==> config.mk <==
export PLATFORM = sky130hd
export DESIGN_NAME = jstk_spi_reader_flat
export DESIGN_NICKNAME = d
export VERILOG_FILES = /design/src/rtl/jstk_spi_reader_if.sv /design/src/rtl/jstk_spi_reader.sv /design/src/flat_wrapper.sv
export SDC_FILE = /design/constraint.sdc
export NUM_CORES = 1
export LEC_CHECK = 0
export CAP_MARGIN = 10
export CORE_ASPECT_RATIO = 1.2
export CORE_MARGIN = 2
export CORE_UTILIZATION = 57
export CTS_CLUSTER_DIAMETER = 120
export CTS_CLUSTER_SIZE = 28
export DETAILED_ROUTE_END_ITERATION = 12
export PLACE_DENSITY = 0.79
export SETUP_SLACK_MARGIN = 0.1
export SLEW_MARGIN = 15
export SYNTH_ARGS = -nofsm -noshare
export SYNTH_HDL_FRONTEND = slang
export SYNTH_SLANG_ARGS = --single-unit
==> constraint.sdc <==
create_clock -name clk -period 2.9 [get_ports clk]
set_input_delay 0.58 -clock clk [delete_from_list [all_inputs] [get_ports clk]]
set_output_delay 0.58 -clock clk [all_outputs]
set_load 0.01 [all_outputs]
==> src/rtl/jstk_spi_reader_if.sv <==
// SPI bus between the joystick poller (master) and the PmodJSTK (slave).
// Framing: ss is active low; mode 0, so data changes while sclk is low and is sampled on the high phase.
interface jstk_spi_reader_if;
   logic sclk;
   logic mosi;
   logic ss;
   logic miso;

   modport master (output sclk, output mosi, output ss, input miso);
   modport slave  (input sclk, input mosi, input ss, output miso);
endinterface

==> src/rtl/jstk_spi_reader.sv <==
// Periodic PmodJSTK poller: reads a 5-byte SPI frame and publishes X/Y/buttons
// atomically once the whole frame is in. CLK_DIV must be at least 2.
module jstk_spi_reader #(
   parameter int CLK_DIV     = 60,
   parameter int SS_SETUP    = 1500,
   parameter int BYTE_GAP    = 1000,
   parameter int POLL_CYCLES = 1_000_000
) (
   input  logic              clk,
   input  logic              rst,
   jstk_spi_reader_if.master spi,
   input  logic [1:0]        leds_i,
   output logic [10:0]       x_val_o,
   output logic [10:0]       y_val_o,
   output logic [2:0]        btn_o,
   output logic              data_valid_o,
   output logic [2:0]        state_o
);
   localparam int MAX_A   = (CLK_DIV > SS_SETUP) ? CLK_DIV : SS_SETUP;
   localparam int MAX_B   = (BYTE_GAP > POLL_CYCLES) ? BYTE_GAP : POLL_CYCLES;
   localparam int MAX_CNT = (MAX_A > MAX_B) ? MAX_A : MAX_B;
   localparam int CNT_W   = $clog2(MAX_CNT + 1);

   localparam logic [CNT_W-1:0] POLL_LAST  = CNT_W'(POLL_CYCLES - 1);
   localparam logic [CNT_W-1:0] SETUP_LAST = CNT_W'(SS_SETUP - 1);
   localparam logic [CNT_W-1:0] HALF_LAST  = CNT_W'(CLK_DIV - 1);
   localparam logic [CNT_W-1:0] GAP_LAST   = CNT_W'(BYTE_GAP - 1);

   typedef enum logic [2:0] {
      S_IDLE  = 3'd0,
      S_SETUP = 3'd1,
      S_SHIFT = 3'd2,
      S_GAP   = 3'd3,
      S_DONE  = 3'd4
   } state_t;

   state_t           state_q;
   logic [CNT_W-1:0] cnt_q;
   logic [CNT_W-1:0] cnt_d;
   logic [2:0]       bit_q;
   logic [2:0]       byte_q;
   logic             high_q;
   logic             miso_meta_q;
   logic             miso_sync_q;
   logic             sclk_q;
   logic             mosi_q;
   logic             ss_q;
   logic [7:0]       tx_q;
   logic [38:0]      rx_q;
   logic [10:0]      x_q;
   logic [10:0]      y_q;
   logic [2:0]       btn_q;
   logic             dv_q;

   assign cnt_d = cnt_q + 1'b1;

   // Shadow holds the first 39 bits; the 40th is the synchronized miso sampled on the publishing edge.
   always_ff @(posedge clk) begin
      if (rst) begin
         state_q     <= S_IDLE;
         cnt_q       <= '0;
         bit_q       <= '0;
         byte_q      <= '0;
         high_q      <= 1'b0;
         miso_meta_q <= 1'b0;
         miso_sync_q <= 1'b0;
         sclk_q      <= 1'b0;
         mosi_q      <= 1'b0;
         ss_q        <= 1'b1;
         tx_q        <= '0;
         rx_q        <= '0;
         x_q         <= 11'd512;
         y_q         <= 11'd512;
         btn_q       <= '0;
         dv_q        <= 1'b0;
      end else begin
         miso_meta_q <= spi.miso;
         miso_sync_q <= miso_meta_q;
         dv_q        <= 1'b0;
         case (state_q)
            S_IDLE: begin
               if (cnt_q == POLL_LAST) begin
                  cnt_q   <= '0;
                  state_q <= S_SETUP;
                  ss_q    <= 1'b0;
                  tx_q    <= {6'b100000, leds_i};
               end else begin
                  cnt_q <= cnt_d;
               end
            end
            S_SETUP: begin
               if (cnt_q == SETUP_LAST) begin
                  cnt_q   <= '0;
                  state_q <= S_SHIFT;
                  bit_q   <= '0;
                  high_q  <= 1'b0;
                  mosi_q  <= tx_q[7];
                  tx_q    <= {tx_q[6:0], 1'b0};
               end else begin
                  cnt_q <= cnt_d;
               end
            end
            S_SHIFT: begin
               if (cnt_q != HALF_LAST) begin
                  cnt_q <= cnt_d;
               end else if (!high_q) begin
                  cnt_q  <= '0;
                  high_q <= 1'b1;
                  sclk_q <= 1'b1;
               end else begin
                  cnt_q  <= '0;
                  high_q <= 1'b0;
                  sclk_q <= 1'b0;
                  rx_q   <= {rx_q[37:0], miso_sync_q};
                  if (bit_q != 3'd7) begin
                     bit_q  <= bit_q + 3'd1;
                     mosi_q <= tx_q[7];
                     tx_q   <= {tx_q[6:0], 1'b0};
                  end else begin
                     bit_q  <= '0;
                     mosi_q <= 1'b0;
                     if (byte_q == 3'd4) begin
                        byte_q  <= '0;
                        state_q <= S_DONE;
                        ss_q    <= 1'b1;
                        dv_q    <= 1'b1;
                        x_q     <= {1'b0, rx_q[24:23], rx_q[38:31]};
                        y_q     <= {1'b0, rx_q[8:7], rx_q[22:15]};
                        btn_q   <= {rx_q[1:0], miso_sync_q};
                     end else begin
                        byte_q  <= byte_q + 3'd1;
                        state_q <= S_GAP;
                     end
                  end
               end
            end
            S_GAP: begin
               if (cnt_q == GAP_LAST) begin
                  cnt_q   <= '0;
                  state_q <= S_SHIFT;
                  high_q  <= 1'b0;
                  mosi_q  <= tx_q[7];
                  tx_q    <= {tx_q[6:0], 1'b0};
               end else begin
                  cnt_q <= cnt_d;
               end
            end
            S_DONE: begin
               cnt_q   <= '0;
               state_q <= S_IDLE;
            end
            default: begin
               cnt_q   <= '0;
               state_q <= S_IDLE;
            end
         endcase
      end
   end

   assign spi.sclk     = sclk_q;
   assign spi.mosi     = mosi_q;
   assign spi.ss       = ss_q;
   assign x_val_o      = x_q;
   assign y_val_o      = y_q;
   assign btn_o        = btn_q;
   assign data_valid_o = dv_q;
   assign state_o      = state_q;
endmodule

==> src/flat_wrapper.sv <==
// flat-port wrapper written by rule: the top's interface ports become plain ports
module jstk_spi_reader_flat 
#(
   parameter int CLK_DIV     = 60,
   parameter int SS_SETUP    = 1500,
   parameter int BYTE_GAP    = 1000,
   parameter int POLL_CYCLES = 1_000_000
)
  (clk, rst, leds_i, x_val_o, y_val_o, btn_o, data_valid_o, state_o, spi_sclk, spi_mosi, spi_ss, spi_miso);
  jstk_spi_reader_if spi_i ();
  input  logic clk;
  input  logic rst;
  input  logic [1:0] leds_i;
  output logic [10:0] x_val_o;
  output logic [10:0] y_val_o;
  output logic [2:0] btn_o;
  output logic data_valid_o;
  output logic [2:0] state_o;
  output wire logic [$bits(spi_i.sclk)-1:0] spi_sclk;
  output wire logic [$bits(spi_i.mosi)-1:0] spi_mosi;
  output wire logic [$bits(spi_i.ss)-1:0] spi_ss;
  input wire logic [$bits(spi_i.miso)-1:0] spi_miso;
  assign spi_sclk = spi_i.sclk;
  assign spi_mosi = spi_i.mosi;
  assign spi_ss = spi_i.ss;
  assign spi_i.miso = spi_miso;
  jstk_spi_reader #(.CLK_DIV(CLK_DIV), .SS_SETUP(SS_SETUP), .BYTE_GAP(BYTE_GAP), .POLL_CYCLES(POLL_CYCLES)) u_core (.clk(clk), .rst(rst), .spi(spi_i), .leds_i(leds_i), .x_val_o(x_val_o), .y_val_o(y_val_o), .btn_o(btn_o), .data_valid_o(data_valid_o), .state_o(state_o));
endmodule
==> reports/metrics.csv, run 1 <==
metric;value;unit
status;completed;
dieArea;7950;µm²
start_util;0.578;
setup_ws;515;ps
insertion_delay;350;ps
yosys.area.top_type;dfxtp_1;
h-tree-depth;3;
whs;455;ps
path_class;reg -> reg;
synthArstFlopShare;0;
clk_pin_slew;100;ps
crit_required;3190;ps
core-area;7150;µm²
ys_types;49;
finalCritPeriodShare;0.822;
path_max_fanout;10;
drtIter0Drc;132;
rsz0062_at_grt;false;
gp_congestion;0.819;
start_kind;flip-flop;
cp.arrival;2670;ps
seq_area;2120;µm²
ys.flop_type;dfxtp_1;
routedWlPerCell;12.9;µm
leakagePower;1.70;nW
min_from;u_core.tx_q[0];
end_kind;flip-flop;
syn_inst;465;
synthTopCellsByArea;dfxtp_1 (51%), nand2_1 (8.8%), a21oi_1 (5.6%);
setup_viol;0;
grt.busiest_layer;met2;
synth_top_area_share;0.513;
slew_violations;0;
dpl_worst_slack;367;ps
tns;0;ps
synthAdderAreaFrac;0.0151;
r2r-end;u_core.tx_q[0];
reg2regPathDepth;8;
wl;7590;µm
finalCriticalPeriod;2380;ps
drc;0;
hold_buffers;0;
r2r_setup_slack;520;ps
relSlewSlack;0.325;
multi_input_area;1880;µm²
synth_top_family_by_area;simple AND/OR/NAND/NOR gates;
tightestPinTransition;1010;ps
yosysSeqAreaShare;0.513;
num_rows;34;
use_met1;0.252;
hp-class;reg -> reg;
ys_ff_latch;106;
min_delay_worst_endpoint;u_core.tx_q[0];
r2r-start;u_core.bit_q[0];
synth_commonest_cells;dfxtp_1 (106), nand2_1 (97), a21oi_1 (46);
synth_xor_area_frac;0.0360;
fmax;419;MHz
use_met2;0.355;
synth_mux_area_frac;0.0245;
synth-edff-count;0;
synthToLayoutAreaGrowth;14.7;%
hpwlAfterDp;5210;µm
nets;502;
vias;3223;
port_buffers;34;
p_per_area;510;nW/µm²
numCtsBuffers;9;
yosys_warnings;0;
cap_violations;0;
drive_above_1_share;0.0765;
yosysMostFrequentCell;dfxtp_1;
ios;37;
ir_drop;0.000463;V
grtUsageMet3;0.0437;
overflow;0;
grt_pass1_wl;13200;µm
syn_avg_cell_area;8.89;µm²
synthesis.area;4130;µm²
grt.total_usage;0.205;
fillers;589;
synth-compound-area-share;0.137;
grt_max_degree;44;
tritoncts;built;
synthSimpleGateAreaFrac;0.236;
grt_pass1_vias;2989;
final_antenna_net_count;0;
fp.dieW;81.7;µm
first_pass_iters;5;
die_h;97.3;µm
hold_violations;0;
root_buffer;clkbuf_8;
fin_skew;12.1;ps
grt_antenna_before_repair;0;
holdPathStages;2;
cts_sinks;106;
cts_buffer_depth;2;
num_antenna_cells;0;
via_per_inst;5.49;
## cell usage in the layout (no fill, tap or decap), types with 3 or more instances in the layout
cell type / count
ha_1: 5
o21bai_1: 3
nand2_1: 97
o21ai_0: 3
nand4_1: 10
inv_1: 5
nor2b_1: 5
nand3_1: 8
nor2_1: 41
clkdlybuf4s50_1: 33
dfxtp_1: 106
a22o_1: 21
a21oi_1: 46
clkbuf_8: 9
nor3_1: 11
and3_1: 5
and2_1: 7
buf_4: 8
or3_1: 4
xor2_1: 9
mux2i_1: 9
xnor2_1: 8
## area by class of cell
class | count | area share
multi-input cells | 327 | 0.397
well taps | 90 | 0.0238
clock buffers | 9 | 0.0261
flip-flops and latches | 106 | 0.448
clock inverters | 7 | 0.0177
repair buffers | 42 | 0.0834
inverters | 6 | 0.00475
## worst max-delay path by stage
stage	start	endpoint	slack, ps	cells past startpoint
global route	u_core.cnt_q[0]	u_core.y_val_o[6]	300	9
global placement	u_core.cnt_q[0]	u_core.tx_q[0]	490	7
floorplan	u_core.cnt_q[13]	u_core.tx_q[0]	670	7
detailed placement	u_core.cnt_q[0]	u_core.tx_q[0]	370	7
CTS	u_core.cnt_q[0]	u_core.tx_q[0]	340	7
finish	u_core.bit_q[0]	u_core.tx_q[0]	520	8
## cell families after synthesis
| group | after synthesis |
|---|---|
| and+or+nand+nor | 206 |
| DFF | 106 |
| AOI/OAI and AO/OA | 87 |
| buffers and inverters | 33 |
| xor gates and xnor gates | 17 |
| muxes | 10 |
| adders and majority gates | 5 |
| other | 1 |
## sequential cells by signal (all words and copies together) (netlist names), 3 cells and up
signal / cells
u_core.bit_q: 3
u_core.btn_o: 3
u_core.byte_q: 3
u_core.cnt_q: 20
u_core.rx_q: 39
u_core.state_o: 3
u_core.tx_q: 8
u_core.x_val_o: 10
u_core.y_val_o: 10
## report_power, final
part	internal (W)	total [W]	switching [W]
registers	0.00146	0.00146	0.00000498
clock network	0.000414	0.000915	0.000500
logic	0.0000129	0.0000411	0.0000281
total	0.00189	0.00242	0.000533
## stage by stage
stage                     utilization  std cells  area (µm²)  total power [W]
final                           0.663        587        4740          0.00242
after floorplan                     -        466        4140          0.00153
after CTS                       0.661        585        4720          0.00245
after global routing            0.663        587        4740          0.00252
after global placement          0.632        569        4510          0.00154
after detailed placement        0.632        569        4510          0.00154
## routing by layer
metal  up-vias  wire, µm
li1       1645         -
met1      1520      3340
met2        49      3910
met3         9       223
met4         0       108
met5         -         0
## worst max-delay path: stages (launching register included)
cell      delay, ps
dfxtp_1         340
ha_1            200
ha_1            280
nor2b_1         180
a41oi_1         130
a211oi_1        370
nand4_4         260
or3b_1          420
a21oi_1         140
## what timing repair did
item	4_1_cts	5_1_grt
buffers inserted	0	2
gates resized for setup	0	1
endpoints found under the hold margin	0	0
endpoints found under the setup margin	0	13
Power figures use the tool's default switching activity.
==> run 2: changes to the inputs <==
Settings changed: CORE_UTILIZATION 57 to 51, PLACE_DENSITY 0.79 to 0.75.
Clock period 2.9 ns to 2 ns, I/O delays scaled along.
==> run 2 against run 1 <==
  * The flow now finishes with violations (negative setup slack)
  * Wire length increased by 15%
  * Clock power up 37%
  * Worst hold slack got worse by 23 ps
  * Critical path type unchanged
==> reports/metrics.csv, run 2 (synthesized netlist as in run 1, its figures left out) <==
metric;value;unit;change
reg2regPathDepth;6;;-2
start_kind;flip-flop;;
slew_violations;0;;unchanged
largest_register_ffs;39;;unchanged
cts_buffer_depth;2;;unchanged
fmax;481;MHz;+15%
core-area;7750;µm²;+8.5%
start_util;0.533;;-0.0451
min_from;rst;;
grt.total_usage;0.211;;+0.00598
cp.arrival;2380;ps;-290 ps
cpPeakStageDelay;500;ps;+80 ps
r2r-end;u_core.tx_q[0];;
numCtsBuffers;9;;unchanged
dieArea;8840;µm²;+11%
hp-class;in -> reg;;
fp.dieW;86.2;µm;+5.4%
rsz0062_at_grt;true;;
drc;0;;unchanged
cts_sinks;106;;unchanged
tightestPinTransition;525;ps;-488 ps
synthToLayoutAreaGrowth;29.1;%;
vias;3425;;+6.3%
setup_viol;43;;+43
r2r_setup_slack;-80;ps;-590 ps
hold_violations;0;;unchanged
hold_buffers;0;;unchanged
final_antenna_net_count;0;;unchanged
power;0.00346;W;+43%
cp-startpoint;u_core.cnt_q[15];;
h-tree-depth;3;;unchanged
tritoncts;built;;
status;finished, violations left;;
cap_violations;0;;unchanged
root_buffer;clkbuf_8;;
wl;8710;µm;+15%
final_common_cell;dfxtp_1;;
first_pass_iters;4;;-1
clk_pin_slew;100;ps;about the same
num_rows;35;;+2.9%
path_class;reg -> reg;;
holdPathStages;3;;+1
fin_skew;10.1;ps;-2.05 ps
relSlewSlack;0.649;;+0.324
grt_pass1_vias;3270;;+9.4%
path_max_fanout;5;;-5
crit_path_top_delay_cell;or4_4;;
r2r-start;u_core.cnt_q[15];;
routedWlPerCell;13.6;µm;+5.4%
p_per_area;649;nW/µm²;+27%
port_buffers;34;;unchanged
crit_chain;or3_1 -> or4_4 -> o21ai_4 -> nand4_4 -> or3b_1 -> a21oi_1;;
final_cell_mix;dfxtp_1 (100), nand2_1 (95), buf_4 (51);;
grt_max_degree;42;;-4.5%
via_per_inst;5.35;;-2.5%
fillers;583;;-1.0%
finalCriticalPeriod;2080;ps;-307 ps
setup_ws;-78.1;ps;-593 ps
tns;-1040;ps;-1040 ps
leakagePower;2.02;nW;+19%
hpwlAfterDp;5980;µm;+15%
finalCritPeriodShare;1.04;;+0.217
crit_required;2300;ps;-890 ps
end_kind;flip-flop;;
num_antenna_cells;0;;unchanged
die_h;103;µm;+5.5%
largest_register;u_core.rx_q;;
gp_congestion;0.875;;+6.8%
min_delay_worst_endpoint;u_core.state_o[2];;
top_regs;u_core.rx_q x39, u_core.cnt_q x20;;
ios;37;;unchanged
grt_antenna_before_repair;0;;unchanged
insertion_delay;370;ps;+20 ps
drive_above_1_share;0.208;;+0.132
dpl_worst_slack;-153;ps;-520 ps
drtIter0Drc;190;;+44%
ir_drop;0.000574;V;+24%
overflow;0;;unchanged
grt_pass1_wl;14800;µm;+13%
nets;553;;+10%
violations;negative setup slack;;
[run 2: cell count changes in the layout (fill, tap and decap cells not counted), sizes merged]
cell	change
buf	+51
bufinv	-1
inv	-3
clkinvlp	+1
clkdlybuf4s50	-2
dlymetal6s2s	+2
clkinv	+3
[run 2: area by class of cell]
cell class | count | area (µm²) | share of cell area
flip-flops and latches | 106 | 2130 | 0.400
multi-input cells | 327 | 2010 | 0.377
repair buffers | 93 | 852 | 0.160
clock buffers | 9 | 124 | 0.0232
well taps | 92 | 115 | 0.0216
clock inverters | 7 | 65.1 | 0.0122
inverters | 6 | 35.0 | 0.00657
[run 2: stage by stage]
stage	instances	hold slack [ps]	cell area, µm²	utilization
after floorplan	466	414	4220	-
after global placement	616	421	4940	0.637
after detailed placement	616	420	4940	0.637
after CTS	635	421	5200	0.672
after global routing	640	421	5330	0.688
final	640	432	5330	0.688
[run 2: worst max-delay path by stage]
stage                            end  slack (ps)  cells after the start
floorplan             u_core.tx_q[0]        -170                      7
global placement    u_core.cnt_q[12]         -50                      8
detailed placement   u_core.bit_q[0]        -150                      8
CTS                   u_core.tx_q[0]         -70                      6
global route          u_core.tx_q[0]        -160                      8
finish                u_core.tx_q[0]         -80                      6
[run 2: what timing repair did]
item	4_1_cts	5_1_grt
setup buffers	3	5
pin swaps	8	6
cloned	0	0
resized for setup	14	17
endpoints found under the setup margin	102	105
[run 2: power breakdown]
group / internal [W] / switching (W)
logic: 0.0000428 / 0.0000510
clock network: 0.000474 / 0.000772
registers: 0.00212 / 0.00000561
total: 0.00263 / 0.000828
[run 2: critical path, delay by kind of cell, from the launching register on]
family	cells	cell delay, ps
AND/OR/NAND/NOR	4	1390
flip-flops	1	340
AO/OA/AOI/OAI	2	290
[run 2: per-layer routing]
layer	GRT usage	vias to the layer above	wire length, µm
li1	-	1737	-
met3	0.0552	16	277
met2	0.369	56	4470
met1	0.247	1616	3780
met5	0	-	0
met4	0.0877	0	191
==> run 3: changes to the inputs <==
==> constraint.sdc (replaced) <==
create_clock -name clk -period 2 [get_ports clk]
set_input_delay 0.2 -clock clk [delete_from_list [all_inputs] [get_ports clk]]
set_output_delay 0.2 -clock clk [all_outputs]
set_load 0.01 [all_outputs]
==> run 3 against run 2 <==
  * The flow still finishes with violations (negative setup slack)
  * Wire length is 18% higher
  * Die area stayed put
  * Utilization is 6.9 points higher
  * Final area is 10% higher
  * Final cell count is 0.47% higher
  * Setup slack worse by 60 ps
  * Combinational power is 2% lower
  * Critical endpoint is now u_core.cnt_q[12]
==> reports/metrics.csv, run 3 (synthesized netlist as in run 1, its figures left out) <==
metric;value;unit;change
hp-class;in -> reg;;
crit_required;2260;ps;-40 ps
die_h;103;µm;unchanged
end_kind;flip-flop;;
slew_violations;0;;unchanged
fillers;491;;-16%
numCtsBuffers;9;;unchanged
clk_pin_slew;100;ps;about the same
path_delay_family;simple AND/OR/NAND/NOR gates;;
cap_violations;0;;unchanged
p_per_area;609;nW/µm²;-6.2%
ios;37;;unchanged
dpl_worst_slack;-99.7;ps;+53.2 ps
finalCriticalPeriod;2140;ps;+60.1 ps
num_antenna_cells;0;;unchanged
top_regs;u_core.rx_q x39, u_core.cnt_q x20;;
met2WireLength;5410;µm;+21%
drtIter0Drc;169;;-11%
final_antenna_net_count;0;;unchanged
multi_input_area;2440;µm²;+21%
fmax;468;MHz;-2.8%
status;finished, violations left;;
r2r-start;u_core.cnt_q[15];;
wl_met3;352;µm;+27%
crit_path_top_delay_cell;or4_4;;
r2r-end;u_core.cnt_q[12];;
fin_skew;13.8;ps;+3.74 ps
crit_chain;or3_1 -> or4_4 -> o21ai_4 -> buf_4 -> nand4_1 -> nand2_2 -> buf_12 -> nor2_1;;
first_pass_iters;4;;unchanged
critical_path.endpoint;u_core.cnt_q[12];;
drc;0;;unchanged
hold_buffers;0;;unchanged
cpPeakStageDelay;510;ps;about the same
insertion_delay;370;ps;about the same
rsz0062_at_grt;true;;
grt_antenna_before_repair;0;;unchanged
tightestPinTransition;636;ps;+111 ps
overflow;0;;unchanged
reg2regPathDepth;8;;+2
ir_drop;0.000444;V;-23%
met1Wirelength;4260;µm;+13%
leakagePower;2.09;nW;+3.4%
setup_ws;-138;ps;-60.1 ps
core-area;7750;µm²;unchanged
finalCritPeriodShare;1.07;;+0.0301
final_cell_mix;dfxtp_1 (100), nand2_1 (56), buf_4 (47);;
grt_max_degree;42;;unchanged
drive_above_1_share;0.352;;+0.144
setup_viol;85;;+98%
crit_buf_inv;2;;+2
grt_pass1_vias;3175;;-2.9%
whs;258;ps;-174 ps
seq_area;2130;µm²;-0.12%
largest_register_ffs;39;;unchanged
cts_buffer_depth;2;;unchanged
r2r_setup_slack;-140;ps;-60 ps
cp.arrival;2400;ps;+20 ps
largest_register;u_core.rx_q;;
h-tree-depth;3;;unchanged
final_common_cell;dfxtp_1;;
path_depth;8;;+2
start_util;0.533;;unchanged
num_rows;35;;unchanged
path_max_fanout;19;;+14
relSlewSlack;0.576;;-0.0732
grt_pass1_wl;14300;µm;-3.5%
via_per_inst;5.57;;+4.0%
hpwlAfterDp;5900;µm;-1.3%
cts_sinks;106;;unchanged
violations;negative setup slack;;
routedWlPerCell;16.0;µm;+17%
synthToLayoutAreaGrowth;42.0;%;
hold_violations;0;;unchanged
routed.top_layer;met4;;
tritoncts;built;;
root_buffer;clkbuf_8;;
tns;-5380;ps;-4340 ps
start_kind;flip-flop;;
path_class;reg -> reg;;
dieArea;8840;µm²;unchanged
nets;556;;+0.54%
cp-startpoint;u_core.cnt_q[15];;
wl;10300;µm;+18%
port_buffers;34;;unchanged
fp.dieW;86.2;µm;unchanged
vias;3580;;+4.5%
gp_congestion;0.857;;-2.0%
grt.total_usage;0.202;;-0.00904
==> run 3: cell types whose count changed in the layout (fill, tap and decap cells not counted), moves of 2 or more <==
cell,before,now
a21oi_1,46,6
a21oi_2,0,40
nand2_1,95,56
nand2_4,0,34
nand2_2,2,7
buf_4,51,47
clkbuf_16,0,4
buf_6,3,5
buf_8,1,3
clkdlybuf4s50_1,31,33
dlymetal6s2s_1,2,0
nor4bb_1,0,2
==> run 3: worst min-delay path by stage <==
stage	startpoint	depth (start not counted)	slack [ps]	to
2_1_floorplan	spi_miso	1	330	u_core.miso_meta_q
3_3_place_gp	u_core.miso_meta_q	1	420	u_core.miso_sync_q
3_5_place_dp	u_core.miso_meta_q	1	430	u_core.miso_sync_q
4_1_cts	rst	2	230	u_core.tx_q[6]
5_1_grt	rst	2	280	u_core.bit_q[0]
6_report	rst	2	260	u_core.tx_q[6]
==> run 3: what timing repair did <==
action,in CTS,in global routing
buffers inserted,3,6
gates resized for setup,6,141
endpoints found under the setup margin,96,102
gates cloned,0,7
pin swaps,2,50
==> run 3: per-stage QoR <==
step / area, µm² / utilization / std cells / power (W)
global placement: 4900 / 0.632 / 611 / 0.00225
finish: 5870 / 0.757 / 643 / 0.00357
global route: 5870 / 0.757 / 643 / 0.00367
detailed placement: 4900 / 0.632 / 611 / 0.00226
CTS: 5160 / 0.666 / 630 / 0.00356
floorplan: 4220 / - / 466 / 0.00222
==> run 3: worst reg2reg max path, delay by kind of cell, from the launching register on <==
family          cells  cell delay (ps)
flops               1              340
buf+inv             2              300
compound gates      1              180
simple gates        5             1230
==> run 3: power by group <==
group	switching [W]	leakage [nW]	total [W]	internal [W]
Combinational	0.0000570	1.13	0.0000923	0.0000352
Clock	0.000762	0.0950	0.00136	0.000595
Sequential	0.00000619	0.857	0.00212	0.00212
==> run 3: layout make-up <==
cell class                 count  area share
inverter                       6     0.00597
tap                           92      0.0196
sequential                   106       0.363
clock inverter                 6      0.0126
timing repair buffer          96       0.162
multi-input combinational    327       0.415
clock buffer                  10      0.0217
==> run 3: metal layers <==
layer / up-vias / global-route usage
li1: 1757 / -
met5: - / 0
met3: 19 / 0.0368
met4: 0 / 0.0817
met2: 76 / 0.363
met1: 1728 / 0.239
